`src/rtl/fir_pkg.sv`:
```
// Shared widths, output limits and the saturating clip used by the FIR output stage.
package fir_pkg;

  localparam int FIR_ACC_W = 40;
  localparam int FIR_OUT_W = 16;
  localparam int SAT_W     = 64;

  localparam logic signed [FIR_OUT_W-1:0] OUT_MAX = {1'b0, {(FIR_OUT_W-1){1'b1}}};
  localparam logic signed [FIR_OUT_W-1:0] OUT_MIN = {1'b1, {(FIR_OUT_W-1){1'b0}}};

  // Clips a sign-extended value to the signed range of a 'width'-bit word.
  function automatic logic signed [SAT_W-1:0] sat_clip(input logic signed [SAT_W-1:0] v,
                                                       input int unsigned width);
    logic signed [SAT_W-1:0] hi;
    logic signed [SAT_W-1:0] lo;
    hi = (64'sd1 <<< (width - 1)) - 64'sd1;
    lo = -hi - 64'sd1;
    if (v > hi) return hi;
    if (v < lo) return lo;
    return v;
  endfunction

endpackage

```
`src/rtl/fir_out_fifo.sv`:
```
// Output FIFO with a registered head word, occupancy count and drop-on-full report.
module fir_out_fifo #(
  parameter int W     = 16,
  parameter int DEPTH = 4
) (
  input  logic                     iclk,
  input  logic                     irst_n,
  input  logic                     i_clr,
  input  logic                     i_wr,
  input  logic [W-1:0]             i_wdata,
  input  logic                     i_ready,
  output logic [W-1:0]             o_data,
  output logic                     o_valid,
  output logic [$clog2(DEPTH):0]   o_fill,
  output logic                     o_drop
);

  localparam int AW = $clog2(DEPTH);
  localparam logic [AW:0] FULL_CNT = (AW+1)'(DEPTH);

  logic [W-1:0]  mem [DEPTH];
  logic [AW-1:0] wr_ptr;
  logic [AW-1:0] rd_ptr;
  logic [AW-1:0] rd_nxt;
  logic [AW:0]   cnt;
  logic          full;
  logic          rd;
  logic          wr_ok;

  assign o_valid = (cnt != '0);
  assign o_fill  = cnt;
  assign full    = (cnt == FULL_CNT);
  assign rd      = o_valid && i_ready;
  // A read in the same cycle frees the slot, so a write into a full FIFO still lands.
  assign wr_ok   = i_wr && (!full || rd);
  assign o_drop  = i_wr && full && !rd && !i_clr;
  assign rd_nxt  = rd_ptr + 1'b1;

  always_ff @(posedge iclk) begin
    if (wr_ok && !i_clr) mem[wr_ptr] <= i_wdata;
  end

  always_ff @(posedge iclk or negedge irst_n) begin
    if (!irst_n) begin
      wr_ptr <= '0;
      rd_ptr <= '0;
      cnt    <= '0;
    end else if (i_clr) begin
      wr_ptr <= '0;
      rd_ptr <= '0;
      cnt    <= '0;
    end else begin
      if (wr_ok) wr_ptr <= wr_ptr + 1'b1;
      if (rd)    rd_ptr <= rd_nxt;
      case ({wr_ok, rd})
        2'b10:   cnt <= cnt + 1'b1;
        2'b01:   cnt <= cnt - 1'b1;
        default: cnt <= cnt;
      endcase
    end
  end

  // Head register: loaded from the write only when that word becomes the head,
  // otherwise from the next stored entry; holds its last value once empty.
  always_ff @(posedge iclk or negedge irst_n) begin
    if (!irst_n) begin
      o_data <= '0;
    end else if (!i_clr) begin
      if (wr_ok && ((cnt == '0) || ((cnt == (AW+1)'(1)) && rd)))
        o_data <= i_wdata;
      else if (rd && (cnt > (AW+1)'(1)))
        o_data <= mem[rd_nxt];
    end
  end

endmodule

```
`src/rtl/fir_out_stage.sv`:
```
// FIR output stage: capture aligned to sample-valid, warm-up suppression, round/shift/saturate, output FIFO.
// Optional decimation is enabled by defining FIR_DECIM_EN.
module fir_out_stage
  import fir_pkg::*;
#(
  parameter int ACC_W      = FIR_ACC_W,
  parameter int OUT_W      = FIR_OUT_W,
  parameter int FRAC_SHIFT = 7,
  parameter int PIPE_LAT   = 19,
  parameter int WARMUP     = 7,
  parameter int FIFO_DEPTH = 4,
  parameter int DECIM      = 2
) (
  input  logic                          iclk,
  input  logic                          irst_n,
  input  logic                          i_sample_vld,
  input  logic [ACC_W-1:0]              i_result,
  input  logic                          i_flush,
  output logic [OUT_W-1:0]              o_data,
  output logic                          o_valid,
  input  logic                          i_ready,
  output logic                          o_sat,
  output logic                          o_overflow,
  output logic [$clog2(FIFO_DEPTH):0]   o_fill
);

  localparam int WU_W = (WARMUP > 0) ? $clog2(WARMUP + 1) : 1;
  localparam logic [WU_W-1:0] WU_END = WU_W'(WARMUP);
  localparam logic signed [ACC_W:0] RND = {{ACC_W{1'b0}}, 1'b1} << (FRAC_SHIFT - 1);

  logic [PIPE_LAT-1:0]     dly;
  logic                    cap;
  logic [WU_W-1:0]         wu_cnt;
  logic                    warm;
  logic                    post;
  logic                    take;
  logic signed [ACC_W:0]   acc_ext;
  logic signed [ACC_W:0]   rnd_sum;
  logic signed [ACC_W:0]   r_q;
  logic                    s1_vld;
  logic signed [SAT_W-1:0] r_wide;
  logic signed [SAT_W-1:0] r_clip;
  logic                    sat_hit;
  logic [OUT_W-1:0]        s2_data;
  logic                    s2_vld;
  logic                    fifo_drop;

  generate
    if (PIPE_LAT == 1) begin : g_dly1
      always_ff @(posedge iclk or negedge irst_n) begin
        if (!irst_n)      dly <= '0;
        else if (i_flush) dly <= '0;
        else              dly <= i_sample_vld;
      end
    end else begin : g_dlyn
      always_ff @(posedge iclk or negedge irst_n) begin
        if (!irst_n)      dly <= '0;
        else if (i_flush) dly <= '0;
        else              dly <= {dly[PIPE_LAT-2:0], i_sample_vld};
      end
    end
  endgenerate

  assign cap  = dly[PIPE_LAT-1];
  assign warm = (wu_cnt < WU_END);
  assign post = cap && !warm;

  always_ff @(posedge iclk or negedge irst_n) begin
    if (!irst_n)           wu_cnt <= '0;
    else if (i_flush)      wu_cnt <= '0;
    else if (cap && warm)  wu_cnt <= wu_cnt + 1'b1;
  end

`ifdef FIR_DECIM_EN
  localparam int PH_W = (DECIM > 1) ? $clog2(DECIM) : 1;
  localparam logic [PH_W-1:0] PH_LAST = PH_W'(DECIM - 1);

  logic [PH_W-1:0] phase;

  always_ff @(posedge iclk or negedge irst_n) begin
    if (!irst_n)      phase <= '0;
    else if (i_flush) phase <= '0;
    else if (post)    phase <= (phase == PH_LAST) ? '0 : phase + 1'b1;
  end

  assign take = post && (phase == '0);
`else
  assign take = post;
`endif

  // One guard bit keeps the rounding add from wrapping at the positive limit.
  assign acc_ext = {i_result[ACC_W-1], i_result};
  assign rnd_sum = acc_ext + RND;

  always_ff @(posedge iclk or negedge irst_n) begin
    if (!irst_n) begin
      r_q    <= '0;
      s1_vld <= 1'b0;
    end else if (i_flush) begin
      s1_vld <= 1'b0;
    end else begin
      s1_vld <= take;
      if (take) r_q <= rnd_sum >>> FRAC_SHIFT;
    end
  end

  assign r_wide  = SAT_W'(r_q);
  assign r_clip  = sat_clip(r_wide, OUT_W);
  assign sat_hit = (r_clip != r_wide);

  always_ff @(posedge iclk or negedge irst_n) begin
    if (!irst_n) begin
      s2_data <= '0;
      s2_vld  <= 1'b0;
    end else if (i_flush) begin
      s2_vld  <= 1'b0;
    end else begin
      s2_vld <= s1_vld;
      if (s1_vld) s2_data <= r_clip[OUT_W-1:0];
    end
  end

  always_ff @(posedge iclk or negedge irst_n) begin
    if (!irst_n) begin
      o_sat      <= 1'b0;
      o_overflow <= 1'b0;
    end else if (i_flush) begin
      o_sat      <= 1'b0;
      o_overflow <= 1'b0;
    end else begin
      if (s1_vld && sat_hit) o_sat      <= 1'b1;
      if (fifo_drop)         o_overflow <= 1'b1;
    end
  end

  fir_out_fifo #(
    .W     (OUT_W),
    .DEPTH (FIFO_DEPTH)
  ) u_fifo (
    .iclk    (iclk),
    .irst_n  (irst_n),
    .i_clr   (i_flush),
    .i_wr    (s2_vld),
    .i_wdata (s2_data),
    .i_ready (i_ready),
    .o_data  (o_data),
    .o_valid (o_valid),
    .o_fill  (o_fill),
    .o_drop  (fifo_drop)
  );

endmodule

```
`config.mk`:
```
export PLATFORM = sky130hd
export DESIGN_NAME = fir_out_stage
export DESIGN_NICKNAME = d
export VERILOG_FILES = /design/src/rtl/fir_pkg.sv /design/src/rtl/fir_out_fifo.sv /design/src/rtl/fir_out_stage.sv
export SDC_FILE = /design/constraint.sdc
export NUM_CORES = 1
export LEC_CHECK = 0
export BUFFER_PORTS_ARGS = -buffer_cell sky130_fd_sc_hd__buf_2
export CAP_MARGIN = 40
export CELL_PAD_IN_SITES_DETAIL_PLACEMENT = 0
export CELL_PAD_IN_SITES_GLOBAL_PLACEMENT = 2
export CORE_UTILIZATION = 44
export CTS_CLUSTER_DIAMETER = 60
export DETAILED_ROUTE_END_ITERATION = 12
export PLACE_DENSITY = 0.91
export SYNTH_ARGS = -nofsm -noshare
export SYNTH_HDL_FRONTEND = slang
export SYNTH_SLANG_ARGS = --single-unit
export TNS_END_PERCENT = 50
```
`constraint.sdc`:
```
create_clock -name iclk -period 5.93 [get_ports iclk]
set_clock_uncertainty 0.1 [all_clocks]
set_input_delay 0.2965 -clock iclk [delete_from_list [all_inputs] [get_ports iclk]]
set_output_delay 0.2965 -clock iclk [all_outputs]
set_load 0.05 [all_outputs]
```
After elaboration in Yosys (flattened, before gate mapping)
Memory sizes are Yosys's and may differ from the RTL's. Index checks and enable logic that the tools add are counted.

Add/sub/neg operators: 6. Magnitude comparators: 4. Equal/unequal tests: 5. Multiplexer cells: 26. Bitwise gates (word level): 1. Reduce and logical (&&, ||, !) cells: 30.

Operator list (count): $mux W64 (4); $ne A64 B34 Y1 (1); $add A40 B8 Y41 const B (1); $gt A34 B16 Y1 const B (1); $lt A34 B16 Y1 const B (1); $mux W16 (2); $mux W19 (1); $logic_and A1 B1 Y1 (12); $reduce_bool A2 Y1 (6); $mux W1 (11); $mux W3 (3); $mux W2 (4); $add A3 B1 Y3 const B (2); $pmux W3 S2 (1); $reduce_and A2 Y1 (3); $reduce_bool A3 Y1 (2); $add A2 B1 Y2 const B (2); $logic_not A1 Y1 (4); $eq A3 B1 Y1 const B (1); $eq A3 B3 Y1 const B (1); $gt A3 B1 Y1 const B (1); $logic_not A3 Y1 (1); $lt A3 B3 Y1 const B (1); $sub A3 B1 Y3 const B (1); 4 further kinds (5).

Flip-flop bits (word level): 99. Bits in writable memories: 64. Output and inout port bits: 22. Logic and storage cells: 85. Memories: 1.

Memories: u_fifo.mem (words 4, width 16, rd ports 1, clocked after memory_dff 0, wr ports 1, RTL line fir_out_fifo.sv:21) `logic [W-1:0] mem [DEPTH];`.

Logic depth before layout (Yosys ltp)
Depth after elaboration: 9. Mapped depth: 8. Mapped depth without buffers: 7.

Hierarchy
From an unflattened synthesis, not the netlist that was laid out.

Cell total of the unflattened synthesis: 570. Area total of the unflattened synthesis: 7314.5 um2.

By module, submodules not included: fir_out_fifo (times used 1, cells each 210, area an instance 3756.1 um2, sequential area each 2497.4 um2); fir_out_stage (times used 1, cells each 360, area an instance 3558.4 um2, sequential area each 1901.8 um2).

Worst setup path before layout
Ideal clock, no wire load.

Path type: reg2reg. Start point: reg u_fifo.cnt[1] (netlist: u_fifo.o_fill[1]). End point: reg u_fifo.o_data[10]. Arrival time: 2.352 ns. Setup slack: 3.351 ns. Cell stages (with the launch flop): 8. Path through: dfrtp_1 inv_1 ha_1 a21oi_2 nor3b_4 buf_2 mux2_2 mux2_1.

Longest elaborated chain between the ends: 7.

Ends and longest elaborated chain: from (decl) (RTL line fir_out_fifo.sv:25) `logic [AW:0] cnt;`; from (signal assigned) (RTL line fir_out_fifo.sv:56) `2'b10: cnt <= cnt + 1'b1;`; from (signal assigned) (RTL line fir_out_fifo.sv:57) `2'b01: cnt <= cnt - 1'b1;`; from (signal assigned) (RTL line fir_out_fifo.sv:58) `default: cnt <= cnt;`; $eq A3 B3 Y1 or $reduce_bool A3 Y1 (tied branches) (RTL line fir_out_fifo.sv:32, fir_out_fifo.sv:30); $logic_not A1 Y1 or $logic_and A1 B1 Y1 (tied branches) (RTL line fir_out_fifo.sv:35, fir_out_fifo.sv:33); $logic_or A1 B1 Y1 or $logic_and A1 B1 Y1 (tied branches) (RTL line fir_out_fifo.sv:35, fir_out_fifo.sv:69); $logic_and A1 B1 Y1 or $logic_or A1 B1 Y1 (tied branches) (RTL line fir_out_fifo.sv:35, fir_out_fifo.sv:69); $logic_and A1 B1 Y1 (RTL line fir_out_fifo.sv:69) `if (wr_ok && ((cnt == '0) || ((cnt == (AW+1)'(1)) && rd)))`; $reduce_bool A2 Y1 (no source line); $reduce_and A2 Y1 (no source line); to (signal assigned) (RTL line fir_out_fifo.sv:70) `o_data <= i_wdata;`; to (signal assigned) (RTL line fir_out_fifo.sv:72) `o_data <= mem[rd_nxt];`; to (decl) (RTL line fir_out_fifo.sv:12) `output logic [W-1:0] o_data,`.

Parallel ways exist; a longest one is shown, timed or not. A chain may end at the register's enable or synchronous reset.

Final worst setup path
Start point: reg u_fifo.cnt[1] (netlist: u_fifo.o_fill[1]). End point: reg u_fifo.o_data[4].

The elaborated chain is that of the path after synthesis.

==> run summary <==
Most common cell after layout, fill and taps aside -> dfrtp_1
DRC viols -> 0
Critical Path Sink Type -> register
Critical path class -> reg -> reg
IO Pins -> 67
DRT Wirelength -> 13,600 um
Fmax -> 357 MHz
Die ar. -> 0.0171 mm2
Share of cells above drive strength 1 -> 0.241
Setup violations, final -> 0
Fin crit share -> 0.472
CTS Buf Count -> 17
Rows -> 46
RD Place Congestion -> 0.749
Clock latency on the worst-skew pair -> 420 ps
Crit path buf inv count -> 2
Clock tree root buffer cell -> clkbuf_16
Core ar. -> 0.0160 mm2
DR iter-0 viols -> 291
Via Count -> 4,437
Crit path max-delay family -> compound AO/OA/AOI/OAI gates
Placed cell areas -> 0.00778 mm2
Synth unique cells -> 49
Fraction of registers with async set or reset after synthesis -> 0.607
Global-route wire length before repair -> 22,800 um
Initial antenna violation count -> 0
Leak -> 3.31 nW
FF+latch count, synth -> 163
Fillers -> 1,404
Die X -> 131 um
CTS H-tree depth -> 4
Total grt overflow -> 0
Crit path time final -> 2800 ps
Pre-antenna DRT Iters -> 4
Total GRT Usage -> 0.178
Maxcap violations -> 0
Syn Nets -> 624
Number of flops mapped to enable cells by yosys -> 64
FF/Latch Area -> 0.00440 mm2
Hold-fix buffers, CTS -> 2
Most frequent cells in the layout -> dfrtp_1 (99), nor2_1 (67), edfxtp_1 (64)
Die height -> 131 um
Number of global-route vias before repair -> 4,531
CP cell instances -> inv_1, ha_1, a21oi_2, nor3b_4, inv_2, a21oi_4, mux2_2
Post-route cell area -> 0.00836 mm2
Util after Layout -> 0.522
Average vias per placed instance -> 5.16
Predominant post-synthesis flop cell -> dfrtp_1
CTS tree -> yes
Critical Path Start Type -> register
Worst-path fanout max -> 16
NumNets Final -> 687
Post-CTS setup buffer count -> 0
RSZ-0062 raised after global routing -> false
Hold Violations, Final -> 0
Mapped Avg Cell Area -> 12.8 um2
Starting Density -> 0.455
Hpwl dp -> 9360 um
PortBufs -> 60
PostCTS Resize Cnt -> 0
Final setup TNS -> 0 ps
Mapped Cells -> 568
Maximum root-to-sink buffer count -> 2
Outcome -> finished, final reports clean
Clock slew seen by the registers of the worst setup and hold paths -> 60 ps
Layout area overhead -> 14.7%
Wire per inst -> 15.8 um
Largest net degree at the start of global routing -> 72
Seq/Total Area, Yosys -> 0.604
Area of the multi-input gates -> 0.00272 mm2
Hold slack -> 96.6 ps
Worst path required time -> 6130 ps
Ant diodes -> 0
Synth warn -> 0
Slowest cell on crit path -> a21oi_4
Critical Path AT -> 3000 ps
Clock tree sinks -> 163
Worst VDD drop -> 0.233 mV
Antenna violation net count after detailed routing -> 0
Slew headroom -> 0.435
Worst-margin pin slew -> 847 ps
Worst Hold Class -> in -> reg
Slowest stage delay, CP -> 570 ps
Power Density -> 354 mW/mm2
Max-slew violation count -> 0
Mapped Area -> 0.00729 mm2
## layer usage
metal / GRT usage / up-vias / share of wire
met3: 0.0493 / 11 / 0.032
met2: 0.305 / 79 / 0.50
met5: 0 / - / 0
met4: 0.0467 / 0 / 0.0074
met1: 0.224 / 2185 / 0.47
li1: - / 2162 / -
## final cells by class
cell class                      count  area share
Tap cell                          216      0.0323
Sequential cell                   163       0.527
Clock buffer                       22      0.0556
Clock inverter                     10     0.00719
Multi-Input combinational cell    369       0.325
Inverter                           12     0.00539
Timing Repair Buffer               68      0.0478
## worst min-delay path: stages
cell and delay, ps:
buf_2 100, nand3_1 90, o21ai_0 90
## worst paths after layout
| check | cells after the start | startpoint | slack, ps | to |
|---|---|---|---|---|
| hold reg to reg | 1 | dly[17] | 370 | dly[18] |
| setup / recovery | 7 | u_fifo.o_fill[1] | 3130 | u_fifo.o_data[4] |
| hold / removal | 3 | i_result[39] | 100 | r_q[33] |
| max in group asynchronous | 4 | irst_n | 4640 | dly[9] |
| setup reg to reg | 7 | u_fifo.o_fill[1] | 3130 | u_fifo.o_data[4] |
| min in group asynchronous | 2 | irst_n | 240 | u_fifo.o_data[0] |
## state kept, by name, indices dropped and copies added (netlist names)
| signal | cells |
|---|---|
| o_sat | 1 |
| u_fifo.o_data | 16 |
| s2_data | 16 |
| u_fifo.o_fill | 3 |
| u_fifo.rd_ptr | 2 |
| dly | 19 |
| u_fifo.mem | 64 |
| r_q | 34 |
| o_overflow | 1 |
| u_fifo.wr_ptr | 2 |
| s1_vld | 1 |
| s2_vld | 1 |
| wu_cnt | 3 |
## through the flow
stage / total power [mW] / std cells / setup slack [ps]
final: 2.95 / 860 / 3130
after detailed placement: 2.01 / 825 / 3100
after CTS: 2.99 / 859 / 3100
after global routing: 3.10 / 860 / 2940
after global placement: 1.99 / 823 / 2880
after floorplan: 1.85 / 568 / 3350
## cell families after synthesis
logic type | synth area share
buffers and inverters | 0.0239
adders and majority gates | 0.0189
and+or+nand+nor | 0.149
DFF | 0.604
xor gates and xnor gates | 0.0433
muxes | 0.109
AOI/OAI and AO/OA | 0.0522
## cell usage after synthesis, types with 2 or more instances
cell type / number / area, um2
a211oi_1: 2 / 15.0
a21oi_1: 52 / 260
and2_1: 8 / 50.1
and3_1: 4 / 25.0
and4_1: 3 / 26.3
buf_1: 3 / 11.3
buf_2: 5 / 25.0
buf_6: 2 / 22.5
clkbuf_1: 12 / 45.0
dfrtp_1: 99 / 2480
edfxtp_1: 64 / 1920
ha_1: 11 / 138
inv_1: 11 / 41.3
mux2_2: 24 / 270
mux2_4: 9 / 135
mux2i_1: 2 / 20.0
mux4_2: 16 / 360
nand2_1: 20 / 75.1
nand2b_1: 16 / 100
nand3_1: 17 / 85.1
nand3_2: 2 / 20.0
nand3b_1: 2 / 15.0
nand4_1: 20 / 125
nor2_1: 67 / 251
nor2b_1: 20 / 125
nor3_1: 7 / 35.0
nor4_1: 8 / 50.1
nor4_4: 2 / 42.5
o21ai_0: 6 / 30.0
xnor2_1: 12 / 105
xor2_1: 24 / 210
## report_power, final
part | switching [mW] | total, mW | internal, mW
Clock | 0.414 | 0.967 | 0.552
Sequential | 0.0844 | 1.34 | 1.26
Combinational | 0.397 | 0.646 | 0.249
Total | 0.896 | 2.95 | 2.06
No activity file was read; power rests on OpenSTA's default activity.
